### src/rtl/weight_bank_pingpong.sv
// weight_bank_pingpong
// Double-buffered weight store. One bank (active_bank) serves reads to the
// PE lanes. The other bank (shadow) is preloaded beat by beat. Once the
// shadow bank is full, a swap request promotes it to active.
//
// Ports
//   clk          rising-edge clock
//   rst          synchronous active-high reset
//   wr_valid     preload beat valid
//   wr_data      one entry; lane p is at [p*DATA_WIDTH +: DATA_WIDTH]
//   wr_ready     shadow bank can accept a beat
//   swap         request to promote the shadow bank (honoured only when full)
//   rd_req       read one entry of the active bank
//   filter_id, channel_id, tap   read coordinates
//   rd_valid     read response strobe (one cycle after rd_req)
//   rd_weights   read data, zero when there is no response or an error
//   active_valid the active bank holds a complete set of weights
//   shadow_full  the shadow bank is completely loaded
//   active_bank  index of the bank currently serving reads
//   swap_err     pulse: swap requested while the shadow bank was not full
//   rd_err       pulse: read out of range or with no valid active bank
module weight_bank_pingpong #(
  parameter int DATA_WIDTH   = 16,
  parameter int NUM_PES      = 3,
  parameter int NUM_FILTERS  = 2,
  parameter int NUM_CHANNELS = 2,
  parameter int KERNEL_SIZE  = 3,
  localparam int DEPTH = NUM_FILTERS * NUM_CHANNELS * KERNEL_SIZE,
  localparam int AW    = (DEPTH > 1) ? $clog2(DEPTH) : 1,
  localparam int FW    = (NUM_FILTERS > 1) ? $clog2(NUM_FILTERS) : 1,
  localparam int CHW   = (NUM_CHANNELS > 1) ? $clog2(NUM_CHANNELS) : 1,
  localparam int TW    = (KERNEL_SIZE > 1) ? $clog2(KERNEL_SIZE) : 1,
  localparam int WW    = NUM_PES * DATA_WIDTH
) (
  input  logic           clk,
  input  logic           rst,
  input  logic           wr_valid,
  input  logic [WW-1:0]  wr_data,
  output logic           wr_ready,
  input  logic           swap,
  input  logic           rd_req,
  input  logic [FW-1:0]  filter_id,
  input  logic [CHW-1:0] channel_id,
  input  logic [TW-1:0]  tap,
  output logic           rd_valid,
  output logic [WW-1:0]  rd_weights,
  output logic           active_valid,
  output logic           shadow_full,
  output logic           active_bank,
  output logic           swap_err,
  output logic           rd_err
);

  // The counter carries one extra bit so that DEPTH itself is representable.
  localparam int CNTW = AW + 1;
  localparam logic [CNTW-1:0] CNT_ONE  = CNTW'(32'd1);
  localparam logic [CNTW-1:0] CNT_LAST = CNTW'(DEPTH - 1);

  typedef enum logic [1:0] {
    ST_EMPTY = 2'd0,
    ST_FILL  = 2'd1,
    ST_FULL  = 2'd2
  } state_t;

  state_t          state_r, state_nxt_s;
  logic [CNTW-1:0] wr_cnt_r, wr_cnt_nxt_s;
  logic            active_bank_r;
  logic            active_valid_r;
  logic            rd_valid_r;
  logic [WW-1:0]   rd_weights_r;
  logic            rd_err_r;
  logic            swap_err_r;

  logic            accept_s;
  logic            swap_ok_s;
  logic            rd_in_range_s;
  logic            rd_ok_s;
  logic [AW-1:0]   rd_addr_s;
  logic [WW-1:0]   rd_word_s;

  // Bank storage is deliberately left out of reset.
  logic [WW-1:0]   bank_mem_r [2][DEPTH];

  assign wr_ready     = (state_r != ST_FULL) && !rst;
  assign shadow_full  = (state_r == ST_FULL);
  assign active_bank  = active_bank_r;
  assign active_valid = active_valid_r;
  assign rd_valid     = rd_valid_r;
  assign rd_weights   = rd_weights_r;
  assign rd_err       = rd_err_r;
  assign swap_err     = swap_err_r;

  assign accept_s  = wr_valid && wr_ready;
  assign swap_ok_s = swap && (state_r == ST_FULL);

  assign rd_in_range_s = (32'(filter_id) < NUM_FILTERS) &&
                         (32'(channel_id) < NUM_CHANNELS) &&
                         (32'(tap) < KERNEL_SIZE);
  assign rd_ok_s   = rd_req && active_valid_r && rd_in_range_s;
  assign rd_addr_s = AW'((32'(filter_id) * NUM_CHANNELS + 32'(channel_id)) * KERNEL_SIZE
                         + 32'(tap));

  // Active-bank read mux. The address is used only when it is known to be in range.
  always_comb begin
    rd_word_s = {WW{1'b0}};
    if (rd_ok_s) begin
      rd_word_s = bank_mem_r[active_bank_r][rd_addr_s];
    end else begin
      rd_word_s = {WW{1'b0}};
    end
  end

  // Write-side FSM next state and fill counter.
  always_comb begin
    state_nxt_s  = state_r;
    wr_cnt_nxt_s = wr_cnt_r;
    case (state_r)
      ST_EMPTY: begin
        if (accept_s) begin
          wr_cnt_nxt_s = wr_cnt_r + CNT_ONE;
          state_nxt_s  = (DEPTH == 1) ? ST_FULL : ST_FILL;
        end else begin
          state_nxt_s = ST_EMPTY;
        end
      end
      ST_FILL: begin
        if (accept_s) begin
          wr_cnt_nxt_s = wr_cnt_r + CNT_ONE;
          state_nxt_s  = (wr_cnt_r == CNT_LAST) ? ST_FULL : ST_FILL;
        end else begin
          state_nxt_s = ST_FILL;
        end
      end
      ST_FULL: begin
        if (swap) begin
          wr_cnt_nxt_s = {CNTW{1'b0}};
          state_nxt_s  = ST_EMPTY;
        end else begin
          state_nxt_s = ST_FULL;
        end
      end
      default: begin
        wr_cnt_nxt_s = {CNTW{1'b0}};
        state_nxt_s  = ST_EMPTY;
      end
    endcase
  end

  // Control state, bank status and the registered read response.
  always_ff @(posedge clk) begin
    if (rst) begin
      state_r        <= ST_EMPTY;
      wr_cnt_r       <= {CNTW{1'b0}};
      active_bank_r  <= 1'b0;
      active_valid_r <= 1'b0;
      rd_valid_r     <= 1'b0;
      rd_weights_r   <= {WW{1'b0}};
      rd_err_r       <= 1'b0;
      swap_err_r     <= 1'b0;
    end else begin
      state_r      <= state_nxt_s;
      wr_cnt_r     <= wr_cnt_nxt_s;
      swap_err_r   <= swap && (state_r != ST_FULL);
      // A read in the same cycle as a swap still uses the pre-swap bank.
      rd_valid_r   <= rd_req;
      rd_err_r     <= rd_req && !rd_ok_s;
      rd_weights_r <= rd_word_s;
      if (swap_ok_s) begin
        active_bank_r  <= ~active_bank_r;
        active_valid_r <= 1'b1;
      end else begin
        active_bank_r  <= active_bank_r;
        active_valid_r <= active_valid_r;
      end
    end
  end

  // Preload writes always target the shadow bank, never the active one.
  always_ff @(posedge clk) begin
    if (accept_s) begin
      bank_mem_r[~active_bank_r][wr_cnt_r[AW-1:0]] <= wr_data;
    end
  end

endmodule

### config.mk
export PLATFORM = sky130hd
export DESIGN_NAME = weight_bank_pingpong
export DESIGN_NICKNAME = d
export VERILOG_FILES = /design/src/rtl/weight_bank_pingpong.sv
export SDC_FILE = /design/constraint.sdc
export NUM_CORES = 1
export LEC_CHECK = 0
export BUFFER_PORTS_ARGS = -buffer_cell sky130_fd_sc_hd__buf_4
export CAP_MARGIN = 15
export CORE_ASPECT_RATIO = 0.5
export CORE_MARGIN = 5
export CORE_UTILIZATION = 35
export CTS_BUF_LIST = sky130_fd_sc_hd__clkbuf_8
export CTS_CLUSTER_DIAMETER = 200
export CTS_CLUSTER_SIZE = 40
export DETAILED_ROUTE_END_ITERATION = 16
export GPL_TIMING_DRIVEN = 0
export PLACE_DENSITY = 0.52
export SLEW_MARGIN = 10
export SYNTH_ARGS = -nofsm -noshare
export SYNTH_HDL_FRONTEND = slang
export SYNTH_SLANG_ARGS = --single-unit
### constraint.sdc
create_clock -name clk -period 4.67 [get_ports clk]
set_input_delay 0.7005 -clock clk [delete_from_list [all_inputs] [get_ports clk]]
set_output_delay 0.7005 -clock clk [all_outputs]
set_load 0.005 [all_outputs]
==> reports/results.txt <==
The run finished with clean final reports. For this block, the initial DRC count from the detailed router was 2694. The floorplan has 93 rows.

The cell sitting at the root of the clock tree is a clkbuf_8. The die covers 139000 sq um. For the final database, setup skew stands at 0.0575 ns. The run gives 2376 as the count of mapped cells out of synthesis. The number of buffers created by CTS came out at 36. After synthesis the cells add up to 45900 sq um.

At the end of the flow the core is filled with cells to 39.2%. The logs give 35800 sq um for the register area and 45 for the number of distinct standard cells referenced by the synthesized netlist. Post-synthesis async set-or-reset flop share: 0%. The setup-violating endpoint count in the final report is 0. Pin placement for this block handled 112 I/O pins. The kind of critical path is in -> reg. Across the run, the number of max-cap violations was 0.

For the required time reported for the critical path endpoint, the log shows 5.27 ns. The logs give 0.0157 uW for the leakage power and 16.9% for the overall fraction of global-route tracks in use. The die is 266 um tall. The logs give 3 for the maximum count of clock buffers along a single path and 10.5% for the headroom to the max-slew limit. The clock-pin slew on the worst setup and hold paths was 0.22 ns; the post-synth net total was 2441. The most used standard cell by instance count after synthesis is edfxtp_1. The initial utilization of the core area, before any placement, comes to 35.4%. The most used flip-flop cell after synthesis is edfxtp_1. The logs give 4.40 ns for the signal arrival time at the worst endpoint and 23172 for the via count. In this run, synthesis inferred 1152 flip-flops with an integrated enable. The insertion delay to the later sink of the worst-skew pair was 0.76 ns. Initial antenna violation count: 2. The number of endpoints with negative hold slack in the final report is 0.

After detailed routing, the number of vias per cell comes to 5.32. The layout overhead on the synthesized area works out to 10.6%. For the final-report max-slew violation count, the log shows 0.

Dividing total power by cell area gives a power density of 335 nW/um^2. The total number of yosys warnings is 0, and the final wirelength is 121000 um. Yosys attributes the largest share of cell area to edfxtp_1, mux2i_1, mux4_2.

By count the netlist is led by edfxtp_1, mux2i_1, a22oi_1. In this run the remaining antenna-violating nets after routing total 0. In this run the tool buffered the top-level ports with 110 buffer cells. For the number of buffers inserted for hold repair after clock tree synthesis, the log shows 0. Of all cell types, the one taking the most synthesized area is edfxtp_1.

Gates resized during post-CTS repair numbered 0. Hold is met by 0.115 ns. The clock drives 1213 sinks. After synthesis, the largest area contributor takes up 75.4% of total cell area. At the end of routability-driven placement, the weighted congestion stood at 0.760.

The portion of the post-synthesis area used by sequential elements is 78.1%, and the transition time at the pin with the least slew margin is 1.34 ns. After detailed routing, the average wire length per cell comes to 27.7 um. The synthesized design contains 1213 register bits. Count of unresolved DRC violations after routing: 0. The run gives 2 as the number of H-tree branching levels.

TritonCTS built the clock tree. The kind of capture point of the worst setup path was a flop. The run gives 9190 sq um as the area occupied by multi-input gates. The first global-routing pass estimated 170000 um of wire.

The layout cell share with drive strength beyond 1 was 15.8%. Dividing the final minimum period by the clock period gives 81.5%. The remaining global-route overflow was 0. In this run the horizontal extent of the chip is 522 um. The largest net degree at the start of global routing was 42; the critical-path maximum fanout was 10. Sum of net half-perimeters after detailed placement: 81000 um. The final layout contains 2638 nets.

The total area inside the core boundary comes to 129000 sq um. Dividing the synthesized area by the synthesized cell count gives 19.3 sq um. Counting the fill cells in the layout gives 11811. The via count of the first global-routing pass is 23071.

Setup repair after global routing left no endpoint under its margin. First-pass iteration count of the detailed router: 7. The largest vdd supply drop is 0.000202 V, and the clock period minus worst slack is 3.81 ns.

STA classifies the critical path startpoint as an input pin. The maximum clock frequency came out at 0.263 GHz. The class of the worst hold path was in -> reg. Buffers added to address setup during post-CTS repair amount to 0.
stage by stage:
step	setup TNS (ns)	power, uW	instances	setup slack (ns)	instance area [sq um]
floorplan	0	12800	2376	0.692	45900
detailed placement	0	13400	4292	0.132	50100
CTS	0	17100	4356	0.979	50700
global placement	-2562.31	13400	4243	-2.65	48900
global route	0	17500	4357	0.797	50700
finish	0	17000	4357	0.864	50700
power by group:
group | internal [uW] | switching (uW) | leakage (uW)
registers | 11900 | 10.1 | 0.0109
logic | 379 | 862 | 0.00441
clock network | 770 | 3040 | 0.000416
total | 13100 | 3910 | 0.0157
registers in the layout, summed over array words and instances, names as in the netlist, named ones only:
signal and cells:
state_r 2, active_bank 1, bank_mem_r 1152, rd_valid 1
swap_err 1, rd_err 1, rd_weights 48, wr_cnt_r 5
active_valid 1
critical path, stage by stage:
cell and delay [ns]:
buf_4 0.10, inv_1 0.05, fa_1 0.53, inv_1 0.04
ha_1 0.27, buf_4 0.19, and2_1 0.14, clkbuf_1 0.51
buf_2 0.52, clkbuf_1 0.78, a22oi_1 0.22, nand3_1 0.16
nand3_1 0.18
cells in the final DEF, fill, tap and decap left out, drive strengths merged, types with 2 or more instances in the layout:
| cell | Yosys | final |
|---|---|---|
| edfxtp | 1152 | 1152 |
| mux2i | 289 | 289 |
| buf | 82 | 241 |
| a22oi | 141 | 141 |
| inv | 91 | 117 |
| mux4 | 104 | 104 |
| nand3 | 101 | 101 |
| clkbuf | 62 | 99 |
| a221oi | 78 | 78 |
| dfxtp | 61 | 61 |
| nor2 | 53 | 53 |
| o22a | 39 | 39 |
| o221ai | 39 | 39 |
| nand2 | 13 | 13 |
| o22ai | 8 | 8 |
| a211o | 8 | 8 |
| nor2b | 7 | 7 |
| ha | 6 | 6 |
| nand2b | 5 | 5 |
| a21oi | 4 | 4 |
| xnor2 | 3 | 3 |
| o21ai | 3 | 3 |
| a2111oi | 3 | 3 |
| and2 | 2 | 2 |
| nor4 | 2 | 2 |
| o211ai | 2 | 2 |
| mux2 | 2 | 2 |
| o2111ai | 2 | 2 |
| fa | 2 | 2 |
| or4b | 2 | 2 |
final timing paths:
path,to,depth (start not counted),slack (ns),start
setup / recovery,rd_weights[19],13,0.86,filter_id
hold / removal,active_bank,2,0.12,rst
setup reg to reg,rd_weights[42],8,1.59,flop
hold reg to reg,wr_cnt_r[4],2,0.52,wr_cnt_r[4]
layout make-up:
type                       count  share of cell area, %
sequential                  1213                   70.6
antenna                        1                0.00493
inverter                      91                  0.673
multi-input combinational    928                   18.1
clock inverter                27                  0.252
tap                         1757                   4.33
buffer                       144                   1.39
clock buffer                  37                   1.00
timing repair buffer         159                   3.65
kinds of logic after synthesis:
| family | synth area share [%] |
|---|---|
| AOI/OAI and AO/OA | 5.78 |
| xor gates and xnor gates | 0.0764 |
| adders and majority gates | 0.251 |
| buffers and inverters | 2.28 |
| DFF | 78.1 |
| muxes | 11.5 |
| and+or+nand+nor | 2.07 |
per-layer routing:
metal	routed length, um	global-route usage [%]
met5	26	0
met4	2270	3.31
met3	6880	1.93
met2	56800	27.6
met1	54900	24.8
Note: power is estimated with default switching activity, not from simulation.
